===== config.mk =====
export PLATFORM = sky130hd
export DESIGN_NAME = instruction_fetch_unit
export DESIGN_NICKNAME = d
export VERILOG_FILES = /design/src/rtl/instruction_fetch_unit.sv
export SDC_FILE = /design/constraint.sdc
export NUM_CORES = 1
export LEC_CHECK = 0
export ABC_AREA = 1
export BUFFER_PORTS_ARGS = -buffer_cell sky130_fd_sc_hd__buf_2
export CAP_MARGIN = 20
export CORE_MARGIN = 3
export CORE_UTILIZATION = 55
export CTS_CLUSTER_SIZE = 14
export DETAILED_ROUTE_END_ITERATION = 10
export HOLD_SLACK_MARGIN = 0.03
export PLACE_DENSITY = 0.89
export SETUP_SLACK_MARGIN = 0.2
export SYNTH_ARGS = -nofsm -noshare
export SYNTH_HDL_FRONTEND = slang
export SYNTH_SLANG_ARGS = --single-unit

===== constraint.sdc =====
create_clock -name Clk -period 5.7 [get_ports Clk]
set_input_delay 1.14 -clock Clk [delete_from_list [all_inputs] [get_ports Clk]]
set_output_delay 1.14 -clock Clk [all_outputs]
set_load 0.02 [all_outputs]

===== src/rtl/instruction_fetch_unit.sv =====
// Fetch-stage controller: issues instruction-memory requests at the current PC,
// computes the next PC, and hands a registered instruction bundle to decode.
module instruction_fetch_unit #(
    parameter int DATA_WIDTH = 32,
    parameter int PC_INCR    = 4
) (
    input  logic                  Clk,
    input  logic                  Reset,
    input  logic [DATA_WIDTH-1:0] PCResult,
    output logic [DATA_WIDTH-1:0] Address,
    output logic                  IMemReq,
    output logic [DATA_WIDTH-1:0] IMemAddr,
    input  logic                  IMemReady,
    input  logic [DATA_WIDTH-1:0] IMemData,
    input  logic                  Stall,
    input  logic                  Redirect,
    input  logic [DATA_WIDTH-1:0] RedirectTarget,
    output logic [DATA_WIDTH-1:0] IF_Instruction,
    output logic [DATA_WIDTH-1:0] IF_PCPlus4,
    output logic                  IF_Valid,
    output logic [1:0]            debug_fetch_state
);

    localparam logic [1:0] S_REQ   = 2'd0;
    localparam logic [1:0] S_HOLD  = 2'd1;
    localparam logic [1:0] S_DRAIN = 2'd2;

    localparam logic [DATA_WIDTH-1:0] PC_STEP = DATA_WIDTH'(PC_INCR);

    logic [1:0]            state_reg, state_next;
    logic [DATA_WIDTH-1:0] held_instr_reg, held_instr_next;
    logic [DATA_WIDTH-1:0] held_pcp4_reg, held_pcp4_next;
    logic [DATA_WIDTH-1:0] target_reg, target_next;
    logic [DATA_WIDTH-1:0] if_instr_reg, if_instr_next;
    logic [DATA_WIDTH-1:0] if_pcp4_reg, if_pcp4_next;
    logic                  if_valid_reg, if_valid_next;
    logic [DATA_WIDTH-1:0] next_pc;
    logic                  mem_req;
    logic [DATA_WIDTH-1:0] pc_plus_incr;

    // Wraps modulo 2^DATA_WIDTH by construction.
    assign pc_plus_incr = PCResult + PC_STEP;

    always_comb begin
        state_next      = state_reg;
        held_instr_next = held_instr_reg;
        held_pcp4_next  = held_pcp4_reg;
        target_next     = target_reg;
        if_instr_next   = if_instr_reg;
        if_pcp4_next    = if_pcp4_reg;
        if_valid_next   = if_valid_reg;
        mem_req         = 1'b0;
        next_pc         = PCResult;

        if (Reset) begin
            // Drive the PC register to 0 so the first post-reset fetch is at 0.
            next_pc = '0;
            mem_req = 1'b0;
        end else begin
            case (state_reg)
                S_REQ: begin
                    mem_req = 1'b1;
                    if (IMemReady) begin
                        if (Redirect) begin
                            next_pc       = RedirectTarget;
                            if_valid_next = 1'b0;
                        end else begin
                            next_pc = pc_plus_incr;
                            if (!Stall) begin
                                if_instr_next = IMemData;
                                if_pcp4_next  = pc_plus_incr;
                                if_valid_next = 1'b1;
                            end else begin
                                held_instr_next = IMemData;
                                held_pcp4_next  = pc_plus_incr;
                                state_next      = S_HOLD;
                            end
                        end
                    end else if (Redirect) begin
                        // Request still in flight: keep the address stable and drain it.
                        target_next   = RedirectTarget;
                        if_valid_next = 1'b0;
                        state_next    = S_DRAIN;
                    end else if (!Stall) begin
                        if_valid_next = 1'b0;
                    end
                end

                S_HOLD: begin
                    if (Redirect) begin
                        next_pc       = RedirectTarget;
                        if_valid_next = 1'b0;
                        state_next    = S_REQ;
                    end else if (!Stall) begin
                        if_instr_next = held_instr_reg;
                        if_pcp4_next  = held_pcp4_reg;
                        if_valid_next = 1'b1;
                        state_next    = S_REQ;
                    end
                end

                S_DRAIN: begin
                    mem_req       = 1'b1;
                    if_valid_next = 1'b0;
                    if (IMemReady) begin
                        // A redirect arriving with the response is the most recent one.
                        next_pc    = Redirect ? RedirectTarget : target_reg;
                        state_next = S_REQ;
                    end else if (Redirect) begin
                        target_next = RedirectTarget;
                    end
                end

                default: begin
                    state_next = S_REQ;
                end
            endcase
        end
    end

    always_ff @(posedge Clk) begin
        if (Reset) begin
            state_reg      <= S_REQ;
            held_instr_reg <= '0;
            held_pcp4_reg  <= '0;
            target_reg     <= '0;
            if_instr_reg   <= '0;
            if_pcp4_reg    <= '0;
            if_valid_reg   <= 1'b0;
        end else begin
            state_reg      <= state_next;
            held_instr_reg <= held_instr_next;
            held_pcp4_reg  <= held_pcp4_next;
            target_reg     <= target_next;
            if_instr_reg   <= if_instr_next;
            if_pcp4_reg    <= if_pcp4_next;
            if_valid_reg   <= if_valid_next;
        end
    end

    assign Address           = next_pc;
    assign IMemReq           = mem_req;
    assign IMemAddr          = PCResult;
    assign IF_Instruction    = if_instr_reg;
    assign IF_PCPlus4        = if_pcp4_reg;
    assign IF_Valid          = if_valid_reg;
    assign debug_fetch_state = state_reg;

endmodule

==> metrics.md <==
| Metric | Value |
|---|---|
| Max-cap violations | `0` |
| Slew margin rel. | `31.6%` |
| Starting Density | `56.6%` |
| Period utilization | `75.9%` |
| # nets final | `1631` |
| Port-buffer cells | `232` |
| Routability cong. | `1.01` |
| Unrepaired setup endpoints after global routing | `no` |
| CTS clk-pin slew, worst paths | `0.07 ns` |
| First-pass GRT wire length | `48.4 mm` |
| Reg2reg end | `IF_PCPlus4[3]` |
| Die area | `18000 um2` |
| Layout overhead on the synthesized area | `16.0%` |
| Initial DRC count | `1378` |
| Clock Path Buffers | `2` |
| FILL cells | `1488` |
| Row cnt | `46` |
| HPWL after detailed placement | `21.0 mm` |
| Critical-path cell list | `buf_2 > inv_2 > o21ai_1 > inv_1 > a21oi_1 > nand2_1 > nand2_1 > a21oi_1 > buf_2` |
| Clock Sinks | `163` |
| Clock period minus worst slack | `4.33 ns` |
| Critical path's largest stage delay | `0.76 ns` |
| I/O pins | `233` |
| Hold depth | `2` |
| Top Family by Delay on Critical Path | `buffers and inverters` |
| Final hold viol count | `0` |
| Max Clock Skew | `0.0122 ns` |
| Worst min path class | `reg2reg` |
| Worst IR Drop VDD | `229 uV` |
| Overall Global Routing Usage | `33.2%` |
| Avg Inst Size Synth | `6.53 um2` |
| Sequential share of the synthesized area | `36.1%` |
| Number of antenna diodes | `0` |
| Status | `finished, final reports clean` |
| Worst setup EP type | `output pin` |
| Die X | `134 um` |
| Global route total overflow | `0` |
| Max-slew violations | `0` |
| Mapped Cells | `1386` |
| Cells on worst reg2reg path | `8` |
| CTS root buf | `clkbuf_16` |
| Largest net degree at the start of global routing | `78` |
| Min-delay src | `IF_PCPlus4[6]` |
| Average routed wire per standard cell | `17.7 um` |
| Worst path required time | `4.56 ns` |
| Die H | `134 um` |
| CTS Buf Count | `17` |
| Post-synthesis instance area | `9050 um2` |
| Fin area | `10500 um2` |
| Vias in the first global route | `9361` |
| CTS tree | `built` |
| H-tree levels | `4` |
| Critical path class | `in2out` |
| Power per cell area | `307 nW/um2` |
| Worst setup SP type | `primary input` |
| Hold endpoint | `IF_PCPlus4[6]` |
| CP max FO | `33` |
| Crit-path slowest cell | `inv_1` |
| Endpoints failing setup | `0` |
| Non-filler cells, final | `1754` |
| Most frequent cells in the layout | `nand2_1, buf_2, o21ai_0` |
| #FFs+latches synth | `163` |
| Post_cts resized | `0` |
| Post-CTS Setup Inserts | `0` |
| R2r startpoint | `debug_fetch_state[0]` |
| Setup TNS Final | `0 ns` |
| Post-route ant nets | `0` |
| Total wire length | `31.1 mm` |
| DR vias/cell | `5.91` |
| Share of cells above drive strength 1 | `20.1%` |
| Crit path arrival time | `3.19 ns` |
| Initial antenna violation count | `0` |
| Drt drc | `0` |
| Yosys warnings | `0` |
| DR vias | `10372` |
| Post-synth net total | `1492` |
| Commonest non-fill, non-tap cell in the layout | `nand2_1` |
| Static Leakage | `0.00504 uW` |
| Fmax achieved | `231 MHz` |
| Reg2reg setup slack | `1.96 ns` |
| Drt pass-1 iters | `7` |
| Clk Latency, worst-skew pair | `0.44 ns` |
| CORE AREA | `16000 um2` |
| Count of cell types in the netlist | `36` |
| Dpl cell area | `9910 um2` |
| Crit path buf inv count | `4` |
| Hold-fix buffers, CTS | `0` |
| Worst Tran Pin Value | `1.02 ns` |
| Placed cells | `1722` |
## final cells by class
| cell class | count | area [um2] | area share (%) |
|---|---|---|---|
| clock inverter | 14 | 156 | 1.49 |
| sequential | 163 | 3260 | 31.1 |
| clock buffer | 18 | 429 | 4.09 |
| timing repair buffer | 245 | 1260 | 12.0 |
| multi-input combinational | 1032 | 4870 | 46.4 |
| tap | 216 | 270 | 2.57 |
| inverter | 66 | 249 | 2.37 |
## worst reg2reg max path, cell delays in order (launching register included)
cell     delay [ns]
dfxtp_1        0.48
ha_2           0.46
nor2_1         0.13
nor2_1         0.19
nand3_2        0.55
inv_2          1.02
buf_4          0.47
o21ai_0        0.16
a31oi_1        0.21
## how the worst max path moves through the flow
stage,startpoint,to,slack (ns),cells past startpoint
after floorplan,PCResult[2],Address[18],2.19,8
final,IMemReady,Address[30],1.37,9
after detailed placement,IMemReady,Address[30],1.51,9
after CTS,IMemReady,Address[30],1.50,9
after global routing,IMemReady,Address[30],1.16,9
after global placement,IMemReady,Address[30],1.57,9
## logic make-up (layout without fill, tap and decap cells)
logic type | Yosys count | in the layout | share of synthesized area, %
buffers and inverters | 191 | 343 | 10.2
flip-flops | 163 | 163 | 36.1
XOR/XNOR | 11 | 11 | 1.06
adder cells (fa/ha/maj) | 5 | 5 | 0.691
AO/OA/AOI/OAI | 466 | 466 | 27.3
AND/OR/NAND/NOR | 550 | 550 | 24.7
## per-stage QoR
step	utilization (%)	setup WS [ns]	power, uW	hold WS, ns
2_1_floorplan	-	2.19	1840	0.445
3_3_place_gp	61.9	1.57	2070	0.456
3_5_place_dp	61.9	1.51	2080	0.458
4_1_cts	65.6	1.50	3210	0.469
5_1_grt	65.6	1.16	3350	0.489
6_report	65.6	1.37	3230	0.472
## cells in the mapped netlist, drive strengths merged
master  count  area, um2
a221oi      1       8.76
nand3      40        210
xnor2       3       26.3
clkbuf     46        173
dfxtp     163       3260
o31ai       1       7.51
nand3b      1       7.51
nor2      163        672
inv        66        248
o21ai     231       1160
nor3        1       5.00
nand2     337       1290
o211ai      2       15.0
a211oi     10       75.1
xor2        8       70.1
a21oi     151        767
o221ai      1       8.76
a21boi      1       7.51
o21bai      1       7.51
and2        7       43.8
buf        79        503
o22ai       3       18.8
or2         1       6.26
ha          5       62.6
a31oi      64        400
## where the power goes
part	internal (uW)	leakage [uW]	total, uW	switching (uW)
Clock	589	0.000282	1150	557
Sequential	1240	0.00134	1290	51.7
Combinational	235	0.00342	789	554
## layer usage
metal / part of all wire, % / up-vias / global-route usage (%)
met3: 11 / 89 / 6.94
met5: 0 / - / 0
met2: 45 / 699 / 52.2
met1: 40 / 4681 / 44.9
met4: 3.7 / 0 / 13.0
li1: - / 4903 / -
(Power assumes the default switching activity.)
